`src/rtl/fault_event_scheduler.sv`:
```
// Fault event scheduler: latches per-source fault reports, arbitrates them and issues
// one minor/critical pulse at a time to recovery_fsm, with escalation and hang detection.
//
// state    | meaning
// ---------+-----------------------------------------------------------
// ST_IDLE  | no event outstanding; selects the next pending source
// ST_ISSUE | one cycle; minor_fault or critical_fault pulse is high
// ST_WAIT  | waiting for recovery_done while the hang timer runs
// ST_RETRY | one cycle; critical_fault re-issued for the same source
// ST_HALT  | second consecutive hang; terminal until reset
module fault_event_scheduler #(
  parameter int N_SRC          = 4,
  parameter int SRC_W          = 2,
  parameter int TIMEOUT_CYCLES = 64,
  parameter int ESC_THRESH     = 3
) (
  input  logic             clk,
  input  logic             reset,
  input  logic [N_SRC-1:0] fault_valid,
  input  logic [N_SRC-1:0] fault_crit,
  input  logic             recovery_done,
  output logic             minor_fault,
  output logic             critical_fault,
  output logic [SRC_W-1:0] active_src,
  output logic [N_SRC-1:0] pending,
  output logic             timeout_err,
  output logic             halt_req,
  output logic [7:0]       fault_total
);

  typedef enum logic [2:0] {
    ST_IDLE,
    ST_ISSUE,
    ST_WAIT,
    ST_RETRY,
    ST_HALT
  } state_t;

  localparam logic [7:0] TMR_LOAD = 8'(TIMEOUT_CYCLES - 1);
  localparam logic [3:0] ESC_LIM  = 4'(ESC_THRESH);

  state_t           state;
  logic [N_SRC-1:0] crit_flag;
  logic [3:0]       esc_cnt [N_SRC];
  logic [SRC_W-1:0] rr_ptr;
  logic [7:0]       tmr;
  logic             retry_flag;

  logic             crit_hit;
  logic [SRC_W-1:0] crit_idx;
  logic [SRC_W-1:0] rr_idx;
  logic [SRC_W-1:0] rr_cand;
  logic [SRC_W-1:0] sel_idx;
  logic             sel_crit;
  logic             issue_now;

  // Critical sources win by lowest index; otherwise round-robin after the last RR pick.
  always_comb begin
    crit_hit = 1'b0;
    crit_idx = '0;
    for (int i = N_SRC - 1; i >= 0; i--) begin
      if (pending[i] && crit_flag[i]) begin
        crit_hit = 1'b1;
        crit_idx = SRC_W'(i);
      end
    end
    rr_idx  = '0;
    rr_cand = '0;
    for (int k = N_SRC; k >= 1; k--) begin
      rr_cand = SRC_W'((int'(rr_ptr) + k) % N_SRC);
      if (pending[rr_cand]) rr_idx = rr_cand;
    end
    sel_idx   = crit_hit ? crit_idx : rr_idx;
    sel_crit  = crit_hit || (esc_cnt[sel_idx] >= ESC_LIM);
    issue_now = (state == ST_IDLE) && (|pending);
  end

  // A new report on the edge that clears the source wins and restarts its severity.
  always_ff @(posedge clk or posedge reset) begin
    if (reset) begin
      pending   <= '0;
      crit_flag <= '0;
    end else begin
      for (int i = 0; i < N_SRC; i++) begin
        if (fault_valid[i]) begin
          pending[i]   <= 1'b1;
          crit_flag[i] <= (issue_now && sel_idx == SRC_W'(i)) ? fault_crit[i]
                                                              : (crit_flag[i] | fault_crit[i]);
        end else if (issue_now && sel_idx == SRC_W'(i)) begin
          pending[i]   <= 1'b0;
          crit_flag[i] <= 1'b0;
        end
      end
    end
  end

  always_ff @(posedge clk or posedge reset) begin
    if (reset) begin
      state          <= ST_IDLE;
      minor_fault    <= 1'b0;
      critical_fault <= 1'b0;
      active_src     <= '0;
      timeout_err    <= 1'b0;
      halt_req       <= 1'b0;
      fault_total    <= '0;
      rr_ptr         <= '0;
      tmr            <= '0;
      retry_flag     <= 1'b0;
      for (int i = 0; i < N_SRC; i++) esc_cnt[i] <= '0;
    end else begin
      minor_fault    <= 1'b0;
      critical_fault <= 1'b0;
      case (state)
        ST_IDLE: begin
          if (issue_now) begin
            state          <= ST_ISSUE;
            active_src     <= sel_idx;
            minor_fault    <= ~sel_crit;
            critical_fault <= sel_crit;
            if (fault_total != 8'hFF) fault_total <= fault_total + 8'd1;
            if (!crit_hit) rr_ptr <= sel_idx;
            if (sel_crit)
              esc_cnt[sel_idx] <= '0;
            else if (esc_cnt[sel_idx] != 4'hF)
              esc_cnt[sel_idx] <= esc_cnt[sel_idx] + 4'd1;
          end
        end
        ST_ISSUE: begin
          state <= ST_WAIT;
          tmr   <= TMR_LOAD;
        end
        ST_WAIT: begin
          if (recovery_done) begin
            state      <= ST_IDLE;
            retry_flag <= 1'b0;
          end else if (tmr == 8'd0) begin
            timeout_err <= 1'b1;
            if (!retry_flag) begin
              retry_flag     <= 1'b1;
              critical_fault <= 1'b1;
              state          <= ST_RETRY;
              if (fault_total != 8'hFF) fault_total <= fault_total + 8'd1;
            end else begin
              halt_req <= 1'b1;
              state    <= ST_HALT;
            end
          end else begin
            tmr <= tmr - 8'd1;
          end
        end
        ST_RETRY: begin
          state <= ST_WAIT;
          tmr   <= TMR_LOAD;
        end
        ST_HALT: state <= ST_HALT;
        default: state <= ST_IDLE;
      endcase
    end
  end

endmodule

```
`config.mk`:
```
export PLATFORM = sky130hd
export DESIGN_NAME = fault_event_scheduler
export DESIGN_NICKNAME = d
export VERILOG_FILES = /design/src/rtl/fault_event_scheduler.sv
export SDC_FILE = /design/constraint.sdc
export NUM_CORES = 1
export LEC_CHECK = 0
export ABC_AREA = 1
export ABC_CLOCK_PERIOD_IN_PS = 3500
export BUFFER_PORTS_ARGS = -buffer_cell sky130_fd_sc_hd__buf_4
export CAP_MARGIN = 25
export CORE_UTILIZATION = 62
export CTS_CLUSTER_SIZE = 28
export DETAILED_ROUTE_END_ITERATION = 8
export PLACE_DENSITY = 0.85
export SLEW_MARGIN = 20
export SYNTH_ARGS = -nofsm -noshare
export SYNTH_HDL_FRONTEND = slang
export SYNTH_SLANG_ARGS = --single-unit
export TNS_END_PERCENT = 20
```
`constraint.sdc`:
```
create_clock -name clk -period 3.5 [get_ports clk]
set_input_delay 0.35 -clock clk [delete_from_list [all_inputs] [get_ports clk]]
set_output_delay 0.35 -clock clk [all_outputs]
set_load 0.01 [all_outputs]
```
==> impl_metrics.py <==
metrics = {
    "placed_design": {
        "portBuffers": 28,
        "place_congestion": 0.957,
        "place_hpwl_um": 4040,
    },
    "floorplanning": {
        "core.rowCount": 23,
        "dieWidth_um": 66.5,
        "io_pins": 29,
        "start_util": 0.645,
        "coreArea_um2": 4000,
        "die_height_um": 66.5,
        "dieArea_um2": 4420,
    },
    "cts": {
        "postCtsSetupRepairBufs": 0,
        "ctsRootBufferMaster": "clkbuf_8",
        "ctsHtreeMaxLevel": 2,
        "cts_buffers": 5,
        "clk_latency_ns": 0.31,
        "clock_sinks": 52,
        "cts_tree": "built",
        "post_cts_resized": 0,
        "clkTransAtPathRegs_ns": 0.09,
        "clock_path_buffers": 2,
        "holdBufCountCts": 0,
    },
    "setup_path": {
        "path_buf_inv": 3,
        "worstPathMaxFanout": 11,
        "slowest_stage": "dfrtp_1",
        "max_stage_delay_ns": 0.43,
        "required_ns": 3.74,
        "r2r_slack_ns": 0.66,
        "crit_top_cell": "nand2_1",
        "cp-end-kind": "flop",
        "critPathKind": "flop to flop",
        "cp_num_cells": 16,
        "crit_arrival_ns": 3.08,
        "crit_family": "simple AND/OR/NAND/NOR gates",
        "r2r_cells": 16,
        "start_kind": "flop",
        "cp_cell_sequence": "nand2_1 > nand2_1 > a211oi_4 > nand3_2 > nand2_2 > nand2_1 > inv_2 > nand2_1 > nand3_1 > inv_1 > ha_1 > inv_1 > nand3_2 > nor2_4 > nand4_1 > nand2_1",
    },
    "drt": {
        "routed_wl_um": 5400,
        "drc_errors": 0,
        "drt_iter0_markers": 170,
        "wire_per_inst_um": 13.6,
        "vias": 2169,
        "drt-pass1-iter-count": 4,
        "viasPerCell": 5.48,
        "drtAntennaViolNets": 0,
    },
    "logic_synthesis": {
        "netlist_area_um2": 2580,
        "yosysSeqAreaShare": 0.504,
        "ys_seq_elements": 52,
        "syn_nets": 325,
        "synth.distinct_cells": 34,
        "syn_area_per_cell_um2": 8.30,
        "synthCells": 311,
        "yosysWarningCount": 0,
    },
    "sta": {
        "rsz0062_at_grt": "no",
        "finalCritPeriodShare": 0.812,
        "fin_worst_skew_ns": 0.0113,
        "fmax_ghz": 0.352,
        "hold_viol": 0,
        "drv_slew": 0,
        "setup_tns_ns": 0,
        "timing.final.crit_period_ns": 2.84,
        "max_slew_margin": 0.554,
        "setup_violations": 0,
        "tightest_slew_ns": 0.666,
    },
    "finish": {
        "antenna_cells": 0,
        "final_nets": 359,
        "n_fill_cell": 292,
        "drive_gt1_frac": 0.171,
        "layout.cells.most_common": "nand2_1",
        "utilization": 0.745,
        "syn_to_final_growth_pct": 15.5,
        "final_cell_mix": "84 x nand2_1, 52 x dfrtp_1, 36 x inv_1, 29 x buf_4, 26 x nor2_1",
    },
    "power_and_ir_drop": {
        "ir_drop_v": 0.000484,
        "cellLeakagePower_nw": 1.56,
        "cellPowerDensity_nw_per_um2": 778,
    },
    "global_routing": {
        "grt_max_degree": 33,
        "grt_pass1_wl_um": 8890,
        "antenna_found_initial": 0,
        "grt.overflow.total": 0,
        "grtUsageTotal": 0.274,
        "grt_pass1_vias": 1965,
    },
    "min_path": {
        "hp-class": "primary input to asynchronous set/reset pin",
    },
    "job": {
        "maxCapViolations": 0,
    },
    "outcome": {
        "status": "complete, no violations",
    },
}
==> state kept, by name, indices dropped and copies added (netlist names) <==
signal and count:
minor_fault 1, timeout_err 1, esc_cnt 16, active_src 2, tmr 8, pending 4
rr_ptr 2, retry_flag 1, critical_fault 1, fault_total 8, halt_req 1, crit_flag 4
state 3
==> metal layers <==
metal	global-route usage	up-vias	share of wire
li1	-	1075	-
met1	0.380	1031	0.47
met2	0.418	51	0.46
met3	0.0599	12	0.045
met4	0.106	0	0.021
met5	0	-	0
==> logic make-up (layout without fill, tap and decap cells) <==
family | Yosys count | in the layout | synth area share
fa+ha+maj | 3 | 3 | 0.0146
flops | 52 | 52 | 0.504
compound gates | 47 | 47 | 0.120
simple gates | 152 | 152 | 0.257
xor+xnor | 6 | 6 | 0.0204
buf+inv | 50 | 85 | 0.0795
mux | 1 | 1 | 0.00436
==> layout make-up <==
cell class / instances / area (um^2) / area share
Clock buffer: 7 / 96.3 / 0.0323
Timing Repair Buffer: 30 / 238 / 0.0798
Inverter: 47 / 179 / 0.0600
Clock inverter: 1 / 30.0 / 0.0101
Tap cell: 50 / 62.6 / 0.0210
Multi-Input combinational cell: 209 / 1070 / 0.360
Sequential cell: 52 / 1300 / 0.437
==> power by group <==
part / switching (mW) / total (mW) / leakage, nW / internal, mW
registers: 0.101 / 0.819 / 0.638 / 0.717
clock network: 0.191 / 0.443 / 0.0645 / 0.252
logic: 0.699 / 1.06 / 0.860 / 0.359
total: 0.991 / 2.32 / 1.56 / 1.33
==> final timing paths <==
kind / startpoint / endpoint
setup / recovery: pending[0] / esc_cnt[0]
setup reg to reg: pending[0] / esc_cnt[0]
max in group asynchronous: reset / esc_cnt[2]
min in group clk: fault_valid[1] / pending[1]
hold / removal: reset / tmr[1]
hold reg to reg: esc_cnt[14] / esc_cnt[14]
==> metrics by stage <==
stage	instances	cell area, um^2	power [mW]	setup slack [ns]	hold WS (ns)
6_report	396	2980	2.32	0.658	0.0520
5_1_grt	396	2980	2.48	0.417	0.0850
4_1_cts	396	2980	2.32	0.679	0.0602
3_5_place_dp	388	2850	1.86	0.751	0.399
3_3_place_gp	387	2830	1.82	0.924	0.454
2_1_floorplan	311	2580	1.58	1.08	0.436
==> synthesized netlist by cell type (all sizes together) <==
master	n	area share
a21oi	11	0.026
inv	47	0.069
nor3	5	0.0097
o21a	2	0.0058
a22o	3	0.010
o21ai	17	0.033
o41ai	1	0.0034
a31oi	1	0.0024
ha	3	0.015
buf	2	0.0087
nand3	24	0.052
nand2	85	0.12
nor3b	1	0.0029
or2	1	0.0024
o22ai	4	0.0097
dfrtp	52	0.50
a21boi	1	0.0044
nand4	7	0.017
o21bai	5	0.015
clkbuf	1	0.0015
nor2	27	0.042
xor2	3	0.010
a211oi	1	0.0078
nand3b	2	0.0058
xnor2	3	0.010
mux2	1	0.0044
a22oi	1	0.0029
Power figures use the tool's default switching activity.
